===== config.mk =====
export PLATFORM = sky130hd
export DESIGN_NAME = ps2_rx_fifo
export DESIGN_NICKNAME = d
export VERILOG_FILES = /design/src/rtl/ps2_pkg.sv /design/src/rtl/ps2_fifo.sv /design/src/rtl/ps2_rx_fifo.sv
export SDC_FILE = /design/constraint.sdc
export NUM_CORES = 1
export LEC_CHECK = 0
export CAP_MARGIN = 25
export CORE_MARGIN = 2
export CORE_UTILIZATION = 27
export CTS_CLUSTER_SIZE = 28
export DETAILED_ROUTE_END_ITERATION = 7
export GPL_TIMING_DRIVEN = 0
export PLACE_DENSITY_LB_ADDON = 0.05
export SYNTH_ARGS = -nofsm -noshare
export SYNTH_HDL_FRONTEND = slang
export SYNTH_SLANG_ARGS = --single-unit

===== constraint.sdc =====
create_clock -name clk -period 3.05 [get_ports clk]
set_clock_uncertainty 0.05 [all_clocks]
set_input_delay 0.61 -clock clk [delete_from_list [all_inputs] [get_ports clk]]
set_output_delay 0.61 -clock clk [all_outputs]
set_load 0.02 [all_outputs]

===== src/rtl/ps2_pkg.sv =====
// Shared PS/2 receiver definitions.
// Frame constants, receiver state type and parity helper.
package ps2_pkg;

  localparam int   FRAME_BITS = 11;
  localparam logic START_BIT  = 1'b0;
  localparam logic STOP_BIT   = 1'b1;

  typedef enum logic {
    RX_IDLE,
    RX_SHIFT
  } rx_state_e;

  // True when data plus parity hold an odd number of ones.
  function automatic logic odd_parity_ok(
    input logic [7:0] d,
    input logic       p
  );
    return ^{d, p};
  endfunction

endpackage


===== src/rtl/ps2_fifo.sv =====
// Synchronous FIFO for received PS/2 bytes.
// A push into a full FIFO only lands when a pop frees a slot that cycle.
module ps2_fifo #(
  parameter int WIDTH = 8,
  parameter int DEPTH = 8
) (
  input  logic                   clk,
  input  logic                   rst_n,
  input  logic                   push_i,
  input  logic [WIDTH-1:0]       wdata_i,
  input  logic                   pop_i,
  output logic [WIDTH-1:0]       rdata_o,
  output logic                   full_o,
  output logic                   empty_o,
  output logic [$clog2(DEPTH):0] count_o
);

  localparam int AW = $clog2(DEPTH);
  localparam int CW = AW + 1;

  logic [WIDTH-1:0] mem_q [DEPTH];
  logic [AW-1:0]    wptr_q;
  logic [AW-1:0]    rptr_q;
  logic [CW-1:0]    count_q;
  logic             wr_en;
  logic             rd_en;

  assign empty_o = (count_q == '0);
  assign full_o  = (count_q == CW'(DEPTH));
  assign count_o = count_q;
  assign rdata_o = mem_q[rptr_q];

  assign rd_en = pop_i & ~empty_o;
  assign wr_en = push_i & (~full_o | rd_en);

  always_ff @(posedge clk) begin
    if (wr_en) mem_q[wptr_q] <= wdata_i;
  end

  always_ff @(posedge clk or negedge rst_n) begin
    if (!rst_n) begin
      wptr_q  <= '0;
      rptr_q  <= '0;
      count_q <= '0;
    end else begin
      if (wr_en) wptr_q <= wptr_q + AW'(1);
      if (rd_en) rptr_q <= rptr_q + AW'(1);
      unique case ({wr_en, rd_en})
        2'b10:   count_q <= count_q + CW'(1);
        2'b01:   count_q <= count_q - CW'(1);
        default: count_q <= count_q;
      endcase
    end
  end

endmodule


===== src/rtl/ps2_rx_fifo.sv =====
// PS/2 device-to-host receiver with frame checks and a byte FIFO.
// Sticky error flags, mid-frame timeout and overflow detection.
module ps2_rx_fifo
  import ps2_pkg::*;
#(
  parameter int FIFO_DEPTH     = 8,
  parameter int SYNC_STAGES    = 3,
  parameter int TIMEOUT_CYCLES = 10000
) (
  input  logic                        clk,
  input  logic                        resetn,
  input  logic                        ps2_clk,
  input  logic                        ps2_data,
  output logic [7:0]                  data,
  output logic                        valid,
  input  logic                        ready,
  output logic [$clog2(FIFO_DEPTH):0] fifo_count,
  output logic                        overflow,
  output logic                        parity_err,
  output logic                        frame_err,
  input  logic                        clr_err
);

  localparam int          L        = SYNC_STAGES - 1;
  localparam int          TW       = $clog2(TIMEOUT_CYCLES + 1);
  localparam logic [3:0]  LAST_BIT = 4'(FRAME_BITS - 1);
  localparam logic [3:0]  PAR_BIT  = 4'(FRAME_BITS - 2);

  logic [SYNC_STAGES-1:0] clk_sync_q;
  logic [SYNC_STAGES-1:0] dat_sync_q;
  rx_state_e              state_q;
  logic [3:0]             bitcnt_q;
  logic [7:0]             shreg_q;
  logic                   par_q;
  logic [TW-1:0]          tcnt_q;
  logic                   overflow_q, overflow_d;
  logic                   parity_err_q, parity_err_d;
  logic                   frame_err_q, frame_err_d;

  logic sample;
  logic bit_in;
  logic frame_done;
  logic stop_bad;
  logic par_bad;
  logic push;
  logic pop;
  logic timeout;
  logic full;
  logic empty;

  // Index 0 is the newest sample; the top index is the oldest.
  always_ff @(posedge clk or negedge resetn) begin
    if (!resetn) begin
      clk_sync_q <= '1;
      dat_sync_q <= '1;
    end else begin
      clk_sync_q <= {clk_sync_q[L-1:0], ps2_clk};
      dat_sync_q <= {dat_sync_q[L-1:0], ps2_data};
    end
  end

  assign sample = clk_sync_q[L] & ~clk_sync_q[L-1];
  assign bit_in = dat_sync_q[L];

  assign frame_done = (state_q == RX_SHIFT) & sample
                    & (bitcnt_q == LAST_BIT);
  assign stop_bad   = frame_done & (bit_in != STOP_BIT);
  assign par_bad    = frame_done & ~stop_bad
                    & ~odd_parity_ok(shreg_q, par_q);
  assign push       = frame_done & ~stop_bad & ~par_bad;
  assign timeout    = (state_q == RX_SHIFT) & ~sample
                    & (tcnt_q == TW'(TIMEOUT_CYCLES - 1));

  always_ff @(posedge clk or negedge resetn) begin
    if (!resetn) begin
      state_q  <= RX_IDLE;
      bitcnt_q <= '0;
      shreg_q  <= '0;
      par_q    <= 1'b0;
      tcnt_q   <= '0;
    end else begin
      unique case (state_q)
        RX_IDLE: begin
          tcnt_q <= '0;
          if (sample && bit_in == START_BIT) begin
            state_q  <= RX_SHIFT;
            bitcnt_q <= 4'd1;
          end
        end
        RX_SHIFT: begin
          if (sample) begin
            tcnt_q <= '0;
            if (bitcnt_q <= 4'd8) shreg_q <= {bit_in, shreg_q[7:1]};
            if (bitcnt_q == PAR_BIT) par_q <= bit_in;
            if (bitcnt_q == LAST_BIT) begin
              state_q  <= RX_IDLE;
              bitcnt_q <= '0;
            end else begin
              bitcnt_q <= bitcnt_q + 4'd1;
            end
          end else if (timeout) begin
            state_q  <= RX_IDLE;
            bitcnt_q <= '0;
            tcnt_q   <= '0;
          end else begin
            tcnt_q <= tcnt_q + TW'(1);
          end
        end
        default: state_q <= RX_IDLE;
      endcase
    end
  end

  assign pop = valid & ready;

  // New error events win over a same-cycle clear.
  always_comb begin
    overflow_d   = (overflow_q & ~clr_err) | (push & full & ~pop);
    parity_err_d = (parity_err_q & ~clr_err) | par_bad;
    frame_err_d  = (frame_err_q & ~clr_err) | stop_bad | timeout;
  end

  always_ff @(posedge clk or negedge resetn) begin
    if (!resetn) begin
      overflow_q   <= 1'b0;
      parity_err_q <= 1'b0;
      frame_err_q  <= 1'b0;
    end else begin
      overflow_q   <= overflow_d;
      parity_err_q <= parity_err_d;
      frame_err_q  <= frame_err_d;
    end
  end

  ps2_fifo #(
    .WIDTH (8),
    .DEPTH (FIFO_DEPTH)
  ) u_fifo (
    .clk     (clk),
    .rst_n   (resetn),
    .push_i  (push),
    .wdata_i (shreg_q),
    .pop_i   (pop),
    .rdata_o (data),
    .full_o  (full),
    .empty_o (empty),
    .count_o (fifo_count)
  );

  assign valid      = ~empty;
  assign overflow   = overflow_q;
  assign parity_err = parity_err_q;
  assign frame_err  = frame_err_q;

endmodule


==> reports/metrics.csv <==
stage,metric,value,unit
status,status,"complete, no violations",
floorplanning,core,0.0172,sq mm
critical_path,end_kind,output port,
cts,clk_pin_slew,0.08,ns
synthesis,seq_area_frac_synth,66.1,%
floorplanning,start_util,27.3,%
sta,setup_viol,0,
place,place.gp.congestion,0.709,
critical_path,path_max_fanout,10,
cells_and_area,diodes,0,
synthesis,yosysTopAreaCell,edfxtp_1,
critical_path,r2r-start,clk_sync_q[2]$_DFF_PN1_,
synthesis,synth_commonest_cells,"edfxtp_1, dfrtp_1, nor2_1",
sta,finalHoldViolations,0,
grt,grt_pass1_vias,2633,
sta,tightest_slew,0.851,ns
cts,cts_num_sinks,111,
cts,clockRootBuffer,clkbuf_16,
cts,insertion_delay,0.35,ns
cells_and_area,final_util,32.6,%
synthesis,ys.flop_type,edfxtp_1,
drt,ant_nets,0,
critical_path,cpMaxStageDelayCell,mux4_2,
floorplanning,ios,22,
cells_and_area,layout-drive-gt1-share,24.7,%
drt,drt-initial-drc-count,149,
cells_and_area,final_cell_count_no_fill,569,
critical_path,worstPathRequired,2.39,ns
synthesis,synth-edff-count,64,
sta,rsz0062_at_grt,yes,
critical_path,critPathKind,register to output port,
sta,worst_slew_margin_rel,43.0,%
cts,cts_setup_buffers,0,
synthesis,synth_area_per_cell,15.5,sq um
critical_path,r2r_end,u_fifo.count_o[3]$_DFFE_PN0P_,
cts,htree_levels,3,
place,dp.cells,554,
critical_path,timing.reg2reg.setup_slack,0.19,ns
sta,max_freq,344,MHz
floorplanning,die_w,136,um
cts,cts_buffers,9,
synthesis,synth_top_cell_area_share,40.9,%
cells_and_area,fin_area,0.00560,sq mm
drt,wl_per_cell,16.8,um
grt,grt_overflow,0,
grt,antenna_found_initial,0,
synthesis,syn_inst,303,
job,cap_violations,0,
place,dpl_cell_area,0.00528,sq mm
sta,drv_slew,0,
cts,cts_tree,built,
floorplanning,die_area,0.0185,sq mm
grt,grt_busiest_layer,met2,
grt,gr-usage-all-layers,11.5,%
drt,wl,9550,um
synthesis,yosys.cell_types.count,42,
critical_path,worstPathCellList,buf_6 -> buf_8 -> mux4_2 -> mux2_2 -> dlygate4sd2_1,
min_path,hp-class,input port to async pin,
cells_and_area,area_delta_synth_final,19.2,%
critical_path,path_delay_family,multiplexers,
critical_path,crit_buf_inv,3,
grt,use_met3,3.39,%
synthesis,yosysMostFrequentCell,edfxtp_1,
synthesis,synth-seq-cells,111,
pwr,p_leak,2.00,nW
cells_and_area,nets,351,
place,portBuffers,21,
sta,period_needed,2.91,ns
pwr,powerDensity,829,mW/mm^2
pwr,ir_worst_vdd,354,uV
floorplanning,fp.dieH,136,um
drt,vias_per_cell,4.36,
synthesis,synthArstFlopShare,42.3,%
critical_path,startpoint_type,register,
sta,finalCritPeriodShare,95.4,%
critical_path,arrival,2.25,ns
synthesis,syn_area,0.00470,sq mm
critical_path,critPathMaxStageDelay,0.51,ns
grt,grt_max_degree,26,
synthesis,syn_nets,315,
floorplanning,fp-row-count,48,
synthesis,netlist_top_cells_area,"edfxtp_1, dfrtp_1, mux4_2",
sta,worst_hold_slack,0.198,ns
drt,num_vias,2481,
cells_and_area,fill_cells,1736,
place,dp_hpwl,6540,um
grt,gr-usage-met2,19.4,%
drt,first_pass_iters,4,
cts,clock_path_buffers,2,
drt,drc_errors,0,
grt,grtUsageMet1,14.3,%
synthesis,yosysWarnings,0,
grt,grt_pass1_wl,15300,um
critical_path,r2r_cells,10,
worst max-delay path by stage:
stage / from / end / slack [ns] / depth (start not counted)
after floorplan: shreg_q[1]$_DFFE_PN0P_ / u_fifo.mem_q[0][0]$_DFFE_PP_ / 0.30 / 5
after detailed placement: u_fifo.rptr_q[1]$_DFFE_PN0P_ / data[6] / -0.43 / 5
after CTS: shreg_q[1]$_DFFE_PN0P_ / u_fifo.mem_q[5][3]$_DFFE_PP_ / 0.05 / 5
final: u_fifo.rptr_q[0]$_DFFE_PN0P_ / data[6] / 0.14 / 5
after global routing: shreg_q[1]$_DFFE_PN0P_ / u_fifo.count_o[3]$_DFFE_PN0P_ / -0.002 / 10
after global placement: clk_sync_q[2]$_DFF_PN1_ / u_fifo.mem_q[0][1]$_DFFE_PP_ / -1.26 / 6
report_power, final:
part	internal, W	leakage, nW	switching [W]
Clock	0.000573	0.138	0.000570
Combinational	0.000760	0.675	0.000712
Sequential	0.00180	1.18	0.000221
Total	0.00314	2.00	0.00150
flip-flops by register name, indices dropped and copies added, names as in the netlist, 3 cells and up:
register	count
u_fifo.mem_q	64
u_fifo.wptr_q	3
u_fifo.rptr_q	3
clk_sync_q	3
bitcnt_q	4
u_fifo.count_o	4
dat_sync_q	3
shreg_q	8
tcnt_q	14
metrics by stage:
step	total power, W	setup TNS (ns)	setup WS (ns)
final	0.00464	0	0.140
after global routing	0.00493	-0.00245	-0.00245
after CTS	0.00475	0	0.0495
after detailed placement	0.00359	-5.83	-0.431
after global placement	0.00358	-45.70	-1.26
after floorplan	0.00307	0	0.298
final cells by class:
cell class / instances / area, sq um / share of cell area [%]
sequential: 111 / 3110 / 55.5
multi-input combinational: 173 / 1560 / 27.9
tap: 225 / 282 / 5.03
timing repair buffer: 26 / 260 / 4.65
clock buffer: 9 / 225 / 4.02
clock inverter: 7 / 60.1 / 1.07
buffer: 8 / 60.1 / 1.07
inverter: 10 / 37.5 / 0.671
placed cells by master, fill, tap and decap left out, types with 6 or more instances in the layout:
cell / instances
xor2_1: 7
edfxtp_1: 64
mux4_2: 16
dlygate4sd2_1: 8
nor2_1: 20
inv_1: 10
dfrtp_1: 38
xnor2_1: 18
o21ai_0: 6
nand2_1: 15
clkbuf_16: 9
dfstp_2: 6
clkdlybuf4s50_1: 12
mux2_2: 20
what timing repair did:
action	CTS	global route
resized for setup	20	5
setup endpoints to repair	42	18
hold endpoints to repair	0	0
hold buffers	0	0
gates cloned	0	0
pin swaps	0	1
routing by layer:
layer	vias up	share of wire [%]
met5	-	0
met4	0	1.2
met3	9	2.6
met2	22	51
met1	1256	46
li1	1194	-
cells by family (layout without fill, tap and decap cells):
| kind of cell | count (synthesis) | count (layout) | synth area share, % |
|---|---|---|---|
| and+or+nand+nor | 80 | 80 | 8.87 |
| adders and majority gates | 6 | 6 | 1.60 |
| xor gates and xnor gates | 28 | 28 | 6.10 |
| DFF | 111 | 111 | 66.1 |
| buffers and inverters | 19 | 60 | 1.57 |
| muxes | 37 | 37 | 12.8 |
| AOI/OAI and AO/OA | 22 | 22 | 2.96 |
worst reg2reg max path: cells and delay by family (launching register included):
family	cells	cell delay (ns)
AO/OA/AOI/OAI	2	0.26
XOR/XNOR	1	0.14
flip-flops	1	0.53
multiplexers	1	0.33
buffers and inverters	1	0.08
AND/OR/NAND/NOR	4	1.10
adder cells (fa/ha/maj)	1	0.28
Note: power is estimated with default switching activity, not from simulation.
